File: config.mk
export PLATFORM = sky130hd
export DESIGN_NAME = multicycle_control
export DESIGN_NICKNAME = d
export VERILOG_FILES = /design/src/rtl/rv32i_ctrl_pkg.sv /design/src/rtl/ctrl_decode.sv /design/src/rtl/multicycle_control.sv
export SDC_FILE = /design/constraint.sdc
export NUM_CORES = 1
export LEC_CHECK = 0
export ABC_AREA = 1
export BUFFER_PORTS_ARGS = -buffer_cell sky130_fd_sc_hd__buf_2
export CORE_MARGIN = 2
export CORE_UTILIZATION = 42
export DETAILED_ROUTE_END_ITERATION = 7
export REMOVE_ABC_BUFFERS = 1
export SYNTH_ARGS = -nofsm -noshare
export SYNTH_HDL_FRONTEND = slang
export SYNTH_SLANG_ARGS = --single-unit
export TNS_END_PERCENT = 1
File: constraint.sdc
create_clock -name clk -period 4.3 [get_ports clk]
set_input_delay 0.43 -clock clk [delete_from_list [all_inputs] [get_ports clk]]
set_output_delay 0.43 -clock clk [all_outputs]
set_load 0.01 [all_outputs]
File: src/rtl/rv32i_ctrl_pkg.sv
// Shared constants for the RV32I multi-cycle control path: opcodes, branch
// codes handed to branch_condition, write-back selects and FSM encodings.
package rv32i_ctrl_pkg;

  localparam logic [6:0] OP_LUI    = 7'b0110111;
  localparam logic [6:0] OP_AUIPC  = 7'b0010111;
  localparam logic [6:0] OP_JAL    = 7'b1101111;
  localparam logic [6:0] OP_JALR   = 7'b1100111;
  localparam logic [6:0] OP_BRANCH = 7'b1100011;
  localparam logic [6:0] OP_LOAD   = 7'b0000011;
  localparam logic [6:0] OP_STORE  = 7'b0100011;
  localparam logic [6:0] OP_IMM    = 7'b0010011;
  localparam logic [6:0] OP_OP     = 7'b0110011;
  localparam logic [6:0] OP_MISC   = 7'b0001111;
  localparam logic [6:0] OP_SYSTEM = 7'b1110011;

  localparam logic [2:0] BR_BEQ  = 3'b000;
  localparam logic [2:0] BR_BNE  = 3'b001;
  localparam logic [2:0] BR_BLT  = 3'b010;
  localparam logic [2:0] BR_BGE  = 3'b011;
  localparam logic [2:0] BR_JAL  = 3'b100;
  localparam logic [2:0] BR_JALR = 3'b101;
  localparam logic [2:0] BR_SEQ  = 3'b110;

  localparam logic [1:0] WB_ALU = 2'b00;
  localparam logic [1:0] WB_MEM = 2'b01;
  localparam logic [1:0] WB_PC4 = 2'b10;

  typedef enum logic [2:0] {
    ST_FETCH  = 3'd0,
    ST_DECODE = 3'd1,
    ST_EXEC   = 3'd2,
    ST_MEM    = 3'd3,
    ST_WB     = 3'd4,
    ST_TRAP   = 3'd5
  } state_t;

  // Instruction class decides the path taken after EXEC.
  typedef enum logic [1:0] {
    CLS_NOP   = 2'd0,  // branches, fences, system: retire in EXEC
    CLS_WB    = 2'd1,  // ALU, LUI, AUIPC, JAL, JALR: write back
    CLS_LOAD  = 2'd2,
    CLS_STORE = 2'd3
  } cls_t;

endpackage

File: src/rtl/ctrl_decode.sv
// Combinational instruction decode: opcode/funct3 to legality, class,
// branch code, unsigned-compare flag and write-back select.
module ctrl_decode
  import rv32i_ctrl_pkg::*;
(
  input  logic [6:0] opcode,
  input  logic [2:0] funct3,
  output logic       legal,
  output logic [1:0] cls,
  output logic [2:0] br,
  output logic       uns,
  output logic [1:0] wbsel
);

  // Opcode table; anything not listed is illegal.
  always_comb begin
    legal = 1'b1;
    cls   = CLS_NOP;
    br    = BR_SEQ;
    uns   = 1'b0;
    wbsel = WB_ALU;
    case (opcode)
      OP_LUI, OP_AUIPC, OP_IMM, OP_OP: cls = CLS_WB;
      OP_JAL: begin
        cls   = CLS_WB;
        br    = BR_JAL;
        wbsel = WB_PC4;
      end
      OP_JALR: begin
        cls   = CLS_WB;
        br    = BR_JALR;
        wbsel = WB_PC4;
      end
      OP_BRANCH: begin
        cls = CLS_NOP;
        uns = funct3[2] & funct3[1];
        case (funct3)
          3'b000:         br = BR_BEQ;
          3'b001:         br = BR_BNE;
          3'b100, 3'b110: br = BR_BLT;
          3'b101, 3'b111: br = BR_BGE;
          default:        legal = 1'b0;
        endcase
      end
      OP_LOAD: begin
        cls   = CLS_LOAD;
        wbsel = WB_MEM;
      end
      OP_STORE:           cls = CLS_STORE;
      OP_MISC, OP_SYSTEM: cls = CLS_NOP;
      default:            legal = 1'b0;
    endcase
  end

endmodule

File: src/rtl/multicycle_control.sv
// Multi-cycle sequencer for the RV32I core: FETCH/DECODE/EXEC/MEM/WB with
// memory ready handshakes, illegal-opcode trap and retired-instruction count.
module multicycle_control
  import rv32i_ctrl_pkg::*;
#(
  parameter int CNT_W = 32
) (
  input  logic             clk,
  input  logic             rst,
  input  logic [6:0]       opcode,
  input  logic [2:0]       funct3,
  input  logic             imem_ready,
  input  logic             dmem_ready,
  output logic             imem_req,
  output logic             ir_we,
  output logic             pc_we,
  output logic [2:0]       branch,
  output logic             alu_unsigned,
  output logic             dmem_req,
  output logic             dmem_we,
  output logic             reg_we,
  output logic [1:0]       wb_sel,
  output logic             illegal,
  output logic             retired,
  output logic [CNT_W-1:0] instret
);

  state_t     state, state_nxt;
  logic       run;
  logic       dec_legal;
  logic [1:0] dec_cls;
  logic [2:0] dec_br;
  logic       dec_uns;
  logic [1:0] dec_wbsel;
  cls_t       cls_q;
  logic [2:0] br_q;
  logic       uns_q;
  logic [1:0] wbsel_q;

  ctrl_decode u_decode (
    .opcode (opcode),
    .funct3 (funct3),
    .legal  (dec_legal),
    .cls    (dec_cls),
    .br     (dec_br),
    .uns    (dec_uns),
    .wbsel  (dec_wbsel)
  );

  // State register; run holds off the first fetch for one cycle after reset.
  always_ff @(posedge clk or posedge rst) begin
    if (rst) begin
      state <= ST_FETCH;
      run   <= 1'b0;
    end else begin
      state <= state_nxt;
      run   <= 1'b1;
    end
  end

  // Decoded fields captured in DECODE and held for the rest of the instruction.
  always_ff @(posedge clk) begin
    if (state == ST_DECODE) begin
      cls_q   <= cls_t'(dec_cls);
      br_q    <= dec_br;
      uns_q   <= dec_uns;
      wbsel_q <= dec_wbsel;
    end
  end

  // Retired-instruction counter, wraps naturally at its width.
  always_ff @(posedge clk or posedge rst) begin
    if (rst) begin
      instret <= '0;
    end else if (retired) begin
      instret <= instret + CNT_W'(1);
    end
  end

  // Next-state and Moore output decode; only ir_we and memory completion see ready.
  always_comb begin
    state_nxt    = state;
    imem_req     = 1'b0;
    ir_we        = 1'b0;
    pc_we        = 1'b0;
    branch       = BR_SEQ;
    alu_unsigned = 1'b0;
    dmem_req     = 1'b0;
    dmem_we      = 1'b0;
    reg_we       = 1'b0;
    wb_sel       = WB_ALU;
    illegal      = 1'b0;
    retired      = 1'b0;
    case (state)
      ST_FETCH: begin
        if (run) begin
          imem_req = 1'b1;
          if (imem_ready) begin
            ir_we     = 1'b1;
            state_nxt = ST_DECODE;
          end
        end
      end
      ST_DECODE: state_nxt = dec_legal ? ST_EXEC : ST_TRAP;
      ST_EXEC: begin
        pc_we        = 1'b1;
        branch       = br_q;
        alu_unsigned = uns_q;
        case (cls_q)
          CLS_LOAD, CLS_STORE: state_nxt = ST_MEM;
          CLS_NOP: begin
            retired   = 1'b1;
            state_nxt = ST_FETCH;
          end
          default: state_nxt = ST_WB;
        endcase
      end
      ST_MEM: begin
        dmem_req = 1'b1;
        dmem_we  = (cls_q == CLS_STORE);
        if (dmem_ready) begin
          if (cls_q == CLS_STORE) begin
            retired   = 1'b1;
            state_nxt = ST_FETCH;
          end else begin
            state_nxt = ST_WB;
          end
        end
      end
      ST_WB: begin
        reg_we    = 1'b1;
        wb_sel    = wbsel_q;
        retired   = 1'b1;
        state_nxt = ST_FETCH;
      end
      ST_TRAP: illegal = 1'b1;
      default: state_nxt = ST_FETCH;
    endcase
  end

endmodule

==> results of run 1 <==
[registers in the layout, indices dropped and copies added (netlist names)]
name / cells
uns_q: 1
instret: 32
run: 1
wbsel_q: 2
cls_q: 2
state: 3
br_q: 3
[layer usage]
layer | routed length (µm) | global-route usage, % | vias up
met1 | 2870 | 23.3 | 1127
met2 | 3140 | 33.0 | 60
met4 | 62 | 3.90 | 0
met5 | 0 | 0 | -
li1 | - | - | 1279
met3 | 269 | 3.44 | 8
[metrics by stage]
step                std cells  total power [µW]  utilization (%)  instance area (µm²)  hold slack, ns
global placement          505               993             49.1                 3100           0.500
CTS                       513              1300             50.7                 3200           0.247
finish                    513              1270             50.7                 3200           0.226
floorplan                 367               853                -                 2690           0.539
global route              513              1370             50.7                 3200           0.279
detailed placement        505              1000             49.1                 3100           0.504
[power by group]
group	switching (µW)	internal, µW
clock	139	147
sequential	69.0	501
combinational	285	133
[cell families (layout without fill, tap and decap cells)]
group           Yosys count  after routing  synth area share [%]
compound gates           12             12                  2.42
buf+inv                  61            126                  9.46
xor+xnor                 21             21                  6.72
simple gates            231            231                  39.1
fa+ha+maj                 1              1                 0.457
flops                    44             44                  41.7
other cells               1              1                 0.137
[layout make-up]
type / instances / area, µm² / share of cell area (%)
inverter: 57 / 214 / 6.68
multi-input combinational: 266 / 1340 / 41.8
timing repair buffer: 61 / 310 / 9.70
sequential: 44 / 1140 / 35.7
clock buffer: 8 / 100 / 3.13
tap: 77 / 96.3 / 3.01
[how the worst max path moves through the flow]
stage               start           to  slack, ns  depth (start not counted)
6_report         state[0]      retired       1.82                          4
3_5_place_dp     state[0]  instret[10]       2.06                          6
4_1_cts          state[0]      retired       1.78                          4
2_1_floorplan    state[2]  instret[14]       2.48                         10
3_3_place_gp   dmem_ready  instret[10]       2.15                          8
5_1_grt          state[0]      retired       1.63                          4
[synthesized netlist by cell type (all sizes together)]
library cell	instances
ha	1
nor4	2
o21ai	8
nor2	50
nand4	4
xnor2	7
o31ai	1
nand2	123
a2111oi	1
dfrtp	36
buf	4
edfxtp	8
nand3	20
nor3	23
inv	57
or2	2
conb	1
xor2	14
a21oi	2
nand3b	7
[critical path: cells and delay by family, from the launching register on]
kind	cells	cell delay (ns)
buf+inv	2	0.49
simple gates	2	0.80
flops	1	0.46
==> impl_metrics.yaml, run 1 <==
floorplan:
  initial_core_util_pct: 43.4
  fp.coreArea_um2: 6310
  row_count: 29
  die_h_um: 84.8
  die_area_um2: 7180
  die_w_um: 84.8
  pin_count: 60
worst_setup_path:
  worstSetupEndpointType: "output pin"
  required_ns: 3.87
  critPathLaunchType: "flip-flop"
  rr_worst_depth: 6
  crit_slowest_cell: "nand3_2"
  worstPathArrival_ns: 2.05
  r2r_slack_ns: 2.10
  timing.rr.start: "state[0]"
  rr_endpoint: "instret[10]"
  crit_type: "flip-flop to output pin"
  path_max_fanout: 30
  path_cells: "inv_2 > nand3_1 > nand3_2 > buf_2"
  slowest_delay_ns: 0.62
cts:
  cts_tree: "built"
  clock_latency_ns: 0.30
  htreeDepth: 2
  clkSinkCount: 44
  cts-root-buf: "clkbuf_8"
  cts_buffer_depth: 2
  cts_made_buffers: 5
  cts_resized: 0
  cts_setup_buffers: 0
  hold_buffers: 0
  clk_pin_slew_ns: 0.08
cells_and_area:
  drive_gt1_share_pct: 21.6
  synthToLayoutAreaGrowth_pct: 16.9
  nFillCells: 667
  diodes: 0
  mostFrequentLayoutCells: "nand2_1 (120), buf_2 (59), inv_1 (54)"
  mostFrequentLayoutCell: "nand2_1"
  nets: 450
placement:
  dp_slack_ns: 2.06
  portBuffers: 59
  gp_congestion: 0.854
  dpl.hpwl_um: 4910
sta:
  max_freq_mhz: 403
  max_slew_margin_pct: 50.2
  skew_ns: 0.00766
  finalMaxSlewViolations: 0
  rsz0062_at_grt: "no"
  period_share_pct: 57.7
  layout_setup_ws_ns: 1.82
  setup_viol: 0
  period_minus_slack_ns: 2.48
  finalHoldViolCount: 0
  setup_tns_ns: 0
  tightest_slew_ns: 0.747
drt:
  vias: 2474
  drt_pass1_iterations: 4
  final_antenna_net_count: 0
  wl_um: 6340
  drc_errors: 0
  viasPerCell: 4.82
  wl_per_cell_um: 12.4
  drt-initial-drc-count: 132
logic_synthesis:
  yosysTopAreaCell: "dfrtp_1"
  synth_cells: 371
  synth.area.top_cells: "dfrtp_1 (33%), nand2_1 (16%), edfxtp_1 (8.8%)"
  synth.ff_latch_count: 44
  synth-seq-area-share_pct: 41.7
  ys_warn_count: 0
  syn_avg_cell_area_um2: 7.38
  yosysTopAreaCellShare_pct: 32.9
  synthesis.area_um2: 2740
  synth_cell_types: 30
worst_hold_path:
  hp-class: "input port to async pin"
power_and_ir_drop:
  ir_drop_v: 0.000240
  leakage_uw: 0.00157
  powerDensity_nw_per_um2: 398
global_routing:
  grt_max_degree: 37
  grt_pass1_wl_um: 10700
  grt-ovfl-total: 0
  grt_use_total_pct: 18.5
  antenna_found_initial: 0
  grt_pass1_vias: 2378
status:
  status: "completed"
run:
  max_cap_viol_count: 0
Power figures use the tool's default switching activity.
==> run 2, diff against run 1 <==
Clock period 4.3 ns to 2.29 ns, I/O delays scaled along.
==> impl_metrics.yaml, run 2 (synthesized netlist as in run 1, its figures left out) <==
cts:
  clock_latency_ns: 0.31
  hold_buffers: 0
  htreeDepth: 2
  clk_pin_slew_ns: 0.09
  cts_tree: "built"
  cts_buffer_depth: 2
  cts_resized: 0
  cts_setup_buffers: 0
  clkSinkCount: 44
  cts-root-buf: "clkbuf_8"
  cts_made_buffers: 5
sta:
  finalMaxSlewViolations: 0
  max_freq_mhz: 526
  layout_setup_ws_ns: 0.391
  finalHoldViolCount: 0
  period_minus_slack_ns: 1.90
  setup_tns_ns: 0
  setup_viol: 0
  rsz0062_at_grt: "no"
  period_share_pct: 82.9
  skew_ns: 0.0136
cells_and_area:
  post-route-util_pct: 50.8
  drive_gt1_share_pct: 22.1
  multiInputGateArea_um2: 1340
  top_register: "instret"
  synthToLayoutAreaGrowth_pct: 17.1
  mostFrequentLayoutCells: "nand2_1 (120), buf_2 (59), inv_1 (54)"
  postLayoutCellArea_um2: 3210
  largest_reg_flops: 32
  nFillCells: 668
  nets: 452
  mostFrequentLayoutCell: "nand2_1"
  diodes: 0
  regArea_um2: 1140
  reg.largest.list: "instret x32, br_q x3, state x3"
floorplan:
  fp.coreArea_um2: 6310
  die_h_um: 84.8
  initial_core_util_pct: 43.4
  pin_count: 60
  die_w_um: 84.8
  row_count: 29
  die_area_um2: 7180
power_and_ir_drop:
  leakage_uw: 0.00158
  total_power_uw: 2390
  power.internal_uw: 1450
  ir_drop_v: 0.000449
  p_clk_share_pct: 21.5
  power_frac_comb_pct: 33.9
  powerDensity_nw_per_um2: 745
  p_seq_share_pct: 44.6
  swShare_pct: 39.3
  power.switching_uw: 941
drt:
  met3_length_um: 289
  wl_um: 6190
  final_antenna_net_count: 0
  wl_met2_um: 3060
  top_layer_used: "met4"
  drt_pass1_iterations: 4
  drt-initial-drc-count: 152
  wl_per_cell_um: 12.0
  drc_errors: 0
  viasPerCell: 4.71
  vias: 2428
  wl_met1_um: 2780
global_routing:
  grt_pass1_wl_um: 10800
  grt_max_degree: 37
  antenna_found_initial: 0
  grt_use_total_pct: 18.4
  grt-ovfl-total: 0
  grt_pass1_vias: 2350
placement:
  dp_slack_ns: 0.596
  place_area_um2: 3120
  gp_congestion: 0.889
  portBuffers: 59
  dpl.hpwl_um: 4850
worst_setup_path:
  worstSetupEndpointType: "output pin"
  slowest_delay_ns: 0.42
  path_max_fanout: 18
  rr_endpoint: "instret[24]"
  crit_slowest_cell: "dfrtp_1"
  path_cells: "inv_1 > nand2_2 > nor2_4 > nand3_1 > nand3_2 > buf_4 > buf_2"
  cp-startpoint: "state[2]"
  critPathLaunchType: "flip-flop"
  worstPathArrival_ns: 1.67
  r2r_slack_ns: 0.58
  endpoint: "retired"
  crit_type: "flip-flop to output pin"
  timing.rr.start: "instret[0]"
  rr_worst_depth: 8
  required_ns: 2.06
status:
  status: "completed"
worst_hold_path:
  hp-class: "input port to async pin"
run:
  max_cap_viol_count: 0
-- run 2: layer usage --
metal	vias up	global-route usage (%)
met2	55	31.5
met1	1092	23.9
met5	-	0
met4	0	4.33
li1	1275	-
met3	6	3.54
-- run 2: worst min-delay path by stage --
stage | from | to | slack, ns | depth (start not counted)
floorplan | rst | instret[0] | 0.40 | 1
global placement | rst | run | 0.36 | 3
detailed placement | rst | run | 0.37 | 3
CTS | rst | instret[22] | 0.04 | 3
global route | rst | instret[21] | 0.06 | 3
finish | rst | instret[27] | 0.02 | 3
-- run 2: worst max-delay path: cells and delay by family (launching register included) --
family	cells	cell delay (ns)
buffers and inverters	3	0.53
DFF	1	0.42
and+or+nand+nor	4	0.41
-- run 2: metrics by stage --
step | hold slack [ns] | cells
after floorplan | 0.396 | 367
after global placement | 0.365 | 507
after detailed placement | 0.366 | 507
after CTS | 0.0426 | 515
after global routing | 0.0621 | 515
final | 0.0155 | 515
-- run 2: final cells by class --
| cell class | count | share of cell area (%) |
|---|---|---|
| inverters | 57 | 6.67 |
| clock inverters | 2 | 0.312 |
| flip-flops and latches | 44 | 35.6 |
| multi-input cells | 266 | 41.7 |
| well taps | 77 | 3.00 |
| repair buffers | 63 | 10.1 |
| clock buffers | 6 | 2.57 |
-- run 2: power groups by stage --
stage	logic, µW	clock network, µW	registers, µW
finish	810	514	1070
global route	912	568	1090
CTS	821	527	1070
detailed placement	818	0	1080
global placement	819	0	1080
floorplan	509	0	1090
